### src/rtl/hidden_backprop_seq.sv
// hidden_backprop_seq: sequential hidden-layer weight update, one channel per cycle through a shared multiplier
//   clk_i, rst_i (async, active low), en_i (clock enable), start_i, zero_weight_reset_i (sync clear)
//   target_i, final_i, hidden_val_i, x_i, w_i  : operands captured on an accepted start
//   w_o, w_valid_o                             : updated weights and per-channel written flags
//   busy_o, done_o, sat_o                      : run in progress, completion pulse, saturation seen
module hidden_backprop_seq #(
    parameter int N_IN     = 4,
    parameter int W_W      = 8,
    parameter int H_W      = 10,
    parameter int F_W      = 19,
    parameter int LR_SHIFT = 8
) (
    input  logic                  clk_i,
    input  logic                  rst_i,
    input  logic                  en_i,
    input  logic                  start_i,
    input  logic                  zero_weight_reset_i,
    input  logic [F_W-1:0]        target_i,
    input  logic [F_W-1:0]        final_i,
    input  logic [H_W-1:0]        hidden_val_i,
    input  logic [N_IN-1:0]       x_i,
    input  logic [N_IN*W_W-1:0]   w_i,
    output logic [N_IN*W_W-1:0]   w_o,
    output logic [N_IN-1:0]       w_valid_o,
    output logic                  busy_o,
    output logic                  done_o,
    output logic                  sat_o
);
    localparam int P_W   = F_W + H_W + 3;
    localparam int S_W   = P_W + 1;
    localparam int IDX_W = N_IN > 1 ? $clog2(N_IN) : 1;
    localparam logic [1:0] IDLE = 2'd0, GRAD = 2'd1, UPD = 2'd2, DONE = 2'd3;
    localparam logic signed [S_W-1:0] W_MAX = S_W'((1 << (W_W - 1)) - 1);
    localparam logic signed [S_W-1:0] W_MIN = -W_MAX - S_W'(1);

    logic [1:0]               state;
    logic [IDX_W-1:0]         idx;
    logic [F_W-1:0]           tgt_q, fin_q;
    logic [H_W-1:0]           h_q;
    logic [N_IN-1:0]          x_q;
    logic [N_IN*W_W-1:0]      w_q;
    logic signed [F_W+1:0]    g_q;
    logic                     gate_h;
    logic signed [F_W:0]      e;
    logic signed [P_W-1:0]    p, d;
    logic signed [W_W-1:0]    w_cur, w_new;
    logic signed [S_W-1:0]    sum;
    logic                     upd, hi, lo;

    assign e   = $signed({1'b0, tgt_q}) - $signed({1'b0, fin_q});
    assign p   = P_W'(g_q) * P_W'($signed({1'b0, h_q}));
    // arithmetic shift floors toward -inf, so tiny negative steps still move the weight
    assign d   = p >>> LR_SHIFT;
    assign sum = S_W'(d) + S_W'(w_cur);
    assign upd = x_q[idx] & gate_h;
    assign hi  = sum > W_MAX;
    assign lo  = sum < W_MIN;

    always_comb begin
        w_cur = '0;
        for (int k = 0; k < N_IN; k++)
            if (idx == IDX_W'(k)) w_cur = w_q[k*W_W +: W_W];
        w_new = !upd ? w_cur : hi ? W_MAX[W_W-1:0] : lo ? W_MIN[W_W-1:0] : sum[W_W-1:0];
    end

    always_ff @(posedge clk_i or negedge rst_i) begin
        if (!rst_i) begin
            state     <= IDLE;
            idx       <= '0;
            tgt_q     <= '0;
            fin_q     <= '0;
            h_q       <= '0;
            x_q       <= '0;
            w_q       <= '0;
            g_q       <= '0;
            gate_h    <= 1'b0;
            w_o       <= '0;
            w_valid_o <= '0;
            busy_o    <= 1'b0;
            done_o    <= 1'b0;
            sat_o     <= 1'b0;
        end else if (zero_weight_reset_i) begin
            state     <= IDLE;
            idx       <= '0;
            w_o       <= '0;
            w_valid_o <= '0;
            busy_o    <= 1'b0;
            done_o    <= 1'b0;
            sat_o     <= 1'b0;
        end else if (en_i) begin
            done_o <= 1'b0;
            case (state)
                IDLE: if (start_i) begin
                    tgt_q  <= target_i;
                    fin_q  <= final_i;
                    h_q    <= hidden_val_i;
                    x_q    <= x_i;
                    w_q    <= w_i;
                    sat_o  <= 1'b0;
                    busy_o <= 1'b1;
                    state  <= GRAD;
                end
                GRAD: begin
                    g_q    <= {e, 1'b0};
                    gate_h <= |h_q;
                    idx    <= '0;
                    state  <= UPD;
                end
                UPD: begin
                    for (int k = 0; k < N_IN; k++)
                        if (idx == IDX_W'(k)) begin
                            w_o[k*W_W +: W_W] <= w_new;
                            w_valid_o[k]      <= 1'b1;
                        end
                    if (upd && (hi || lo)) sat_o <= 1'b1;
                    idx   <= idx == IDX_W'(N_IN - 1) ? '0 : idx + 1'b1;
                    state <= idx == IDX_W'(N_IN - 1) ? DONE : UPD;
                end
                default: begin
                    done_o <= 1'b1;
                    busy_o <= 1'b0;
                    state  <= IDLE;
                end
            endcase
        end
    end
endmodule

### config.mk
export PLATFORM = sky130hd
export DESIGN_NAME = hidden_backprop_seq
export DESIGN_NICKNAME = d
export VERILOG_FILES = /design/src/rtl/hidden_backprop_seq.sv
export SDC_FILE = /design/constraint.sdc
export NUM_CORES = 1
export LEC_CHECK = 0
export ABC_AREA = 1
export ABC_CLOCK_PERIOD_IN_PS = 7800
export BUFFER_PORTS_ARGS = -buffer_cell sky130_fd_sc_hd__buf_2
export CAP_MARGIN = 20
export CELL_PAD_IN_SITES_DETAIL_PLACEMENT = 1
export CELL_PAD_IN_SITES_GLOBAL_PLACEMENT = 2
export CORE_MARGIN = 10
export CORE_UTILIZATION = 35
export CTS_CLUSTER_DIAMETER = 100
export DETAILED_ROUTE_END_ITERATION = 8
export PLACE_DENSITY = 0.86
export RECOVER_POWER = 25
export SLEW_MARGIN = 20
export SYNTH_ARGS = -nofsm -noshare
export SYNTH_HDL_FRONTEND = slang
export SYNTH_SLANG_ARGS = --single-unit
### constraint.sdc
create_clock -name clk_i -period 7.8 [get_ports clk_i]
set_clock_uncertainty 0.1 [all_clocks]
set_input_delay 0.39 -clock clk_i [delete_from_list [all_inputs] [get_ports clk_i]]
set_output_delay 0.39 -clock clk_i [all_outputs]
set_load 0.02 [all_outputs]
==> flow_results.org <==
** Synth
- The netlist uses 44 different library cells.
- For this run, the leading register cell type out of synthesis is sky130_fd_sc_hd__dfrtp_1.
- YS warnings :: 0
- Area fraction in compound gates after synthesis :: 0.07630
- Counting flops with an async set or reset pin after synthesis yields a share of 1.000.
- Dominant combinational cell family by area after synthesis :: adder cells
- Mapped Nets :: 2471
- Adder-Cell Fraction of Synth Area :: 0.3104
- After synthesis, the mean cell area works out to 7.830 um^2.
- Count of flip-flops with a built-in enable after synthesis :: 0
- Post-Synthesis Cells :: 2084
- Synthesis inferred 148 register bits.
- Of the total synthesized cell area, the portion taken by AND, OR, NAND and NOR gates is 0.2004.
- Sequential-to-total area share from yosys stat :: 0.2270
- In this run the cell area of the synthesized design comes to 0.01632 mm^2.
- Multiplexer share of the synthesized area :: 0.04141
- Xor/xnor share of the synthesized area :: 0.02730

** Worst setup path
- The cell that appears most often on the critical path is sky130_fd_sc_hd__nand2_1.
- Cell type of the slowest stage on the worst timing path :: sky130_fd_sc_hd__fa_1
- Data arrival, critical path :: approximately 7.6 ns
- The worst register-to-register path has a depth of 34.
- Worst reg2reg startpoint :: h_q[2]
- In this run the worst path has a maximum fanout of 8.
- In this run the critical register-to-register path is captured at w_o[18].
- Required time reported for the critical path endpoint :: 8.03 ns
- The worst setup path is captured at a flop.
- By startpoint and endpoint, the worst setup path is classified as reg2reg.
- Setup slack on the worst reg-to-reg path comes out at 0.40 ns.
- STA classifies the critical path startpoint as a flop.
- For this run, the slowest stage of the critical path takes 0.53 ns.

** STA
- At the pin with the least slew margin, the transition time is 3.859 ns.
- The tightest hold path in the finished design has a slack of 0.07647 ns.
- The final hold violation count came to 0.
- Worst rel slew slack :: -1.573
- After routing, the total negative slack on setup checks comes to 0 ns.
- Setup repair after global routing left no endpoint under its margin.
- The final-report max-slew violation count was 70.
- Post-route clock period utilization :: 0.9492
- Setup violations remaining at the end of the flow were counted as 0.
- Upper clock frequency limit :: 135.1 MHz
- Min cycle time layout :: between 7 and 8 ns

** Clock tree
- The number of clock buffers added by TritonCTS is 17.
- Clock-pin slew was measured on the worst setup and hold paths at 0.07 ns.
- TritonCTS sink count :: 148
- CTS max path bufs :: 2
- The H-tree was split into 4 levels.
- TritonCTS clock tree :: done
- The root buffer cell chosen for the clock tree is sky130_fd_sc_hd__clkbuf_16.
- Worst skew pair latency :: 0.44 ns

** Drt
- After detailed routing, the number of vias per cell comes to 4.860.
- Across all layers, the routed design uses 13760 vias.
- In the routed design, unresolved DRC markers number 0.
- For this run, the detailed router's first-pass iteration total came to 5.
- The detail route stage leaves a number of antenna-violating nets equal to 0.
- After the first detailed-routing iteration, the DRC count stood at 494.
- After detailed routing, the average wire length per cell comes to 17.29 um.
- Routed WL :: a little under 50000 um

** Floorplanning
- For this configuration, the core starts out at a cell density of 0.3520.
- In this run the standard cell core region covers ~0.046 mm^2.
- Overall die area :: 0.05566 mm^2
- Die height :: 235.9 um
- Std cell rows :: slightly below 80
- Top-level I/O count :: about 130
- Die W :: about 240 um

** GRT
- Maximum number of pins on one net before global-route repair :: 85
- Antenna violations before repair :: 1
- Via count of the first global-routing pass :: about 16000
- Wire length of the first global-routing pass :: 81340 um
- Overall fraction of global-route tracks in use :: 0.1775
- Total congestion overflow :: 0

** Hold path
- Hold path endpoint :: w_q[8]
- Counting instances, the worst hold path has a depth of 2.
- The min-delay analysis places its worst path in the category in2reg.
- The worst hold path begins at w_i[8].

** Placement
- The wire-length estimate of the detail-placed layout is 40680 um.
- Placed Cells incl. Taps :: 2794
- GPL Wtd Cong :: between 0.8 and 0.9
- During placement, the flow inserted port buffers numbering 127.

** Finish
- Layout cells sized above 1 :: 0.1416
- Counting the fill cells in the layout gives roughly 5600.
- The repair_antennas step left the layout with diodes totalling 0.
- Count of non-filler cells in the finished layout :: 2832
- Relative to the synthesized area, the layout overhead comes to 14.02%.
- The library cells used most frequently in the layout, excluding fill and tap cells, are sky130_fd_sc_hd__nand2_1 (542), sky130_fd_sc_hd__inv_1 (443), sky130_fd_sc_hd__fa_1 (178), sky130_fd_sc_hd__dfrtp_1 (134).
- The final layout contains 2601 nets.
- The library cell used most frequently in the layout, excluding fill and tap cells, is sky130_fd_sc_hd__nand2_1.

** Job
- Count of max-cap constraint violations :: 1

** Outcome
- Violated checks :: max-capacitance violations, max-slew violations
- The run finished, with violations left.
[stage by stage]
step	worst slack (ns)	instance area [um^2]	util
2_1_floorplan	1.125	16320	-
3_3_place_gp	-0.3029	17780	0.3836
3_5_place_dp	-0.3619	17780	0.3836
4_1_cts	0.07039	18460	0.3982
5_1_grt	0.008200	18600	0.4013
6_report	0.3965	18600	0.4013
[flip-flops by register name, indices dropped and copies added, names as in the netlist]
name and flops:
busy_o 1, done_o 1, fin_q 19, g_q 20, gate_h 1, h_q 10
idx 2, sat_o 1, state 2, tgt_q 19, w_o 32, w_q 32
w_valid_o 4, x_q 4
[routing by layer]
metal	share of wire	GRT usage
met2	0.50	0.3187
met5	0.00018	0
met1	0.46	0.2198
met4	0.015	0.04390
met3	0.027	0.02301
[critical path: cells and delay by family, from the launching register on]
family / cells / cell delay, ns
compound gates: 6 / 1.02
buf+inv: 3 / 0.46
fa+ha+maj: 7 / 3.28
simple gates: 18 / 1.93
flops: 1 / 0.49
[final cells by class]
class                      instances  area, um^2  area share
clock buffer                      18       429.2     0.02307
clock inverter                    12       203.9     0.01096
inverter                         447        1678     0.09019
multi-input combinational       1427       10830      0.5820
sequential                       148        3721      0.2000
tap                              607       759.5     0.04082
timing repair buffer             173       984.7     0.05293
[Yosys cell counts, types with 2 or more instances]
cell type	number	area share
sky130_fd_sc_hd__a21oi_2	2	0.0011
sky130_fd_sc_hd__or2_1	2	0.00077
sky130_fd_sc_hd__a21oi_1	102	0.031
sky130_fd_sc_hd__nand3_1	79	0.024
sky130_fd_sc_hd__and2_1	4	0.0015
sky130_fd_sc_hd__ha_1	120	0.092
sky130_fd_sc_hd__a31oi_1	4	0.0015
sky130_fd_sc_hd__nor3_1	10	0.0031
sky130_fd_sc_hd__nand3b_1	6	0.0028
sky130_fd_sc_hd__nor2_2	7	0.0027
sky130_fd_sc_hd__mux2_2	60	0.041
sky130_fd_sc_hd__nor4_1	5	0.0019
sky130_fd_sc_hd__o21a_1	5	0.0023
sky130_fd_sc_hd__inv_1	443	0.10
sky130_fd_sc_hd__xor2_1	33	0.018
sky130_fd_sc_hd__a22oi_1	6	0.0028
sky130_fd_sc_hd__fa_1	178	0.22
sky130_fd_sc_hd__nor2_1	107	0.025
sky130_fd_sc_hd__a21o_1	7	0.0032
sky130_fd_sc_hd__a221oi_1	3	0.0016
sky130_fd_sc_hd__dfrtp_1	148	0.23
sky130_fd_sc_hd__nand2_1	543	0.12
sky130_fd_sc_hd__nand2_2	11	0.0042
sky130_fd_sc_hd__o211ai_1	7	0.0032
sky130_fd_sc_hd__nand4_1	18	0.0069
sky130_fd_sc_hd__o21bai_1	8	0.0037
sky130_fd_sc_hd__clkbuf_1	58	0.013
sky130_fd_sc_hd__buf_1	3	0.00069
sky130_fd_sc_hd__xnor2_1	16	0.0086
sky130_fd_sc_hd__o21ai_0	72	0.022
sky130_fd_sc_hd__clkinv_1	4	0.00092
[cell families (layout without fill, tap and decap cells)]
group	Yosys count	after routing
and+or+nand+nor	797	797
xor gates and xnor gates	50	50
buffers and inverters	509	650
adders and majority gates	298	298
DFF	148	148
AOI/OAI and AO/OA	222	222
muxes	60	60
[worst max path at each step]
stage,cells past startpoint,to,startpoint
floorplan,37,w_o[0],h_q[4]
global placement,35,w_o[9],h_q[4]
detailed placement,35,w_o[2],h_q[4]
CTS,37,w_o[18],h_q[6]
global route,33,w_o[11],h_q[2]
finish,34,w_o[18],h_q[2]
[repair_timing]
action,CTS,global route
hold endpoints to repair,68,0
hold buffers,1,0
endpoints found under the setup margin,29,33
buffers inserted,1,6
gates resized for setup,10,37
pin swaps,1,3
Power is not shown: default switching activity piles up to over one toggle a cycle in this logic, so the estimate is an artifact.
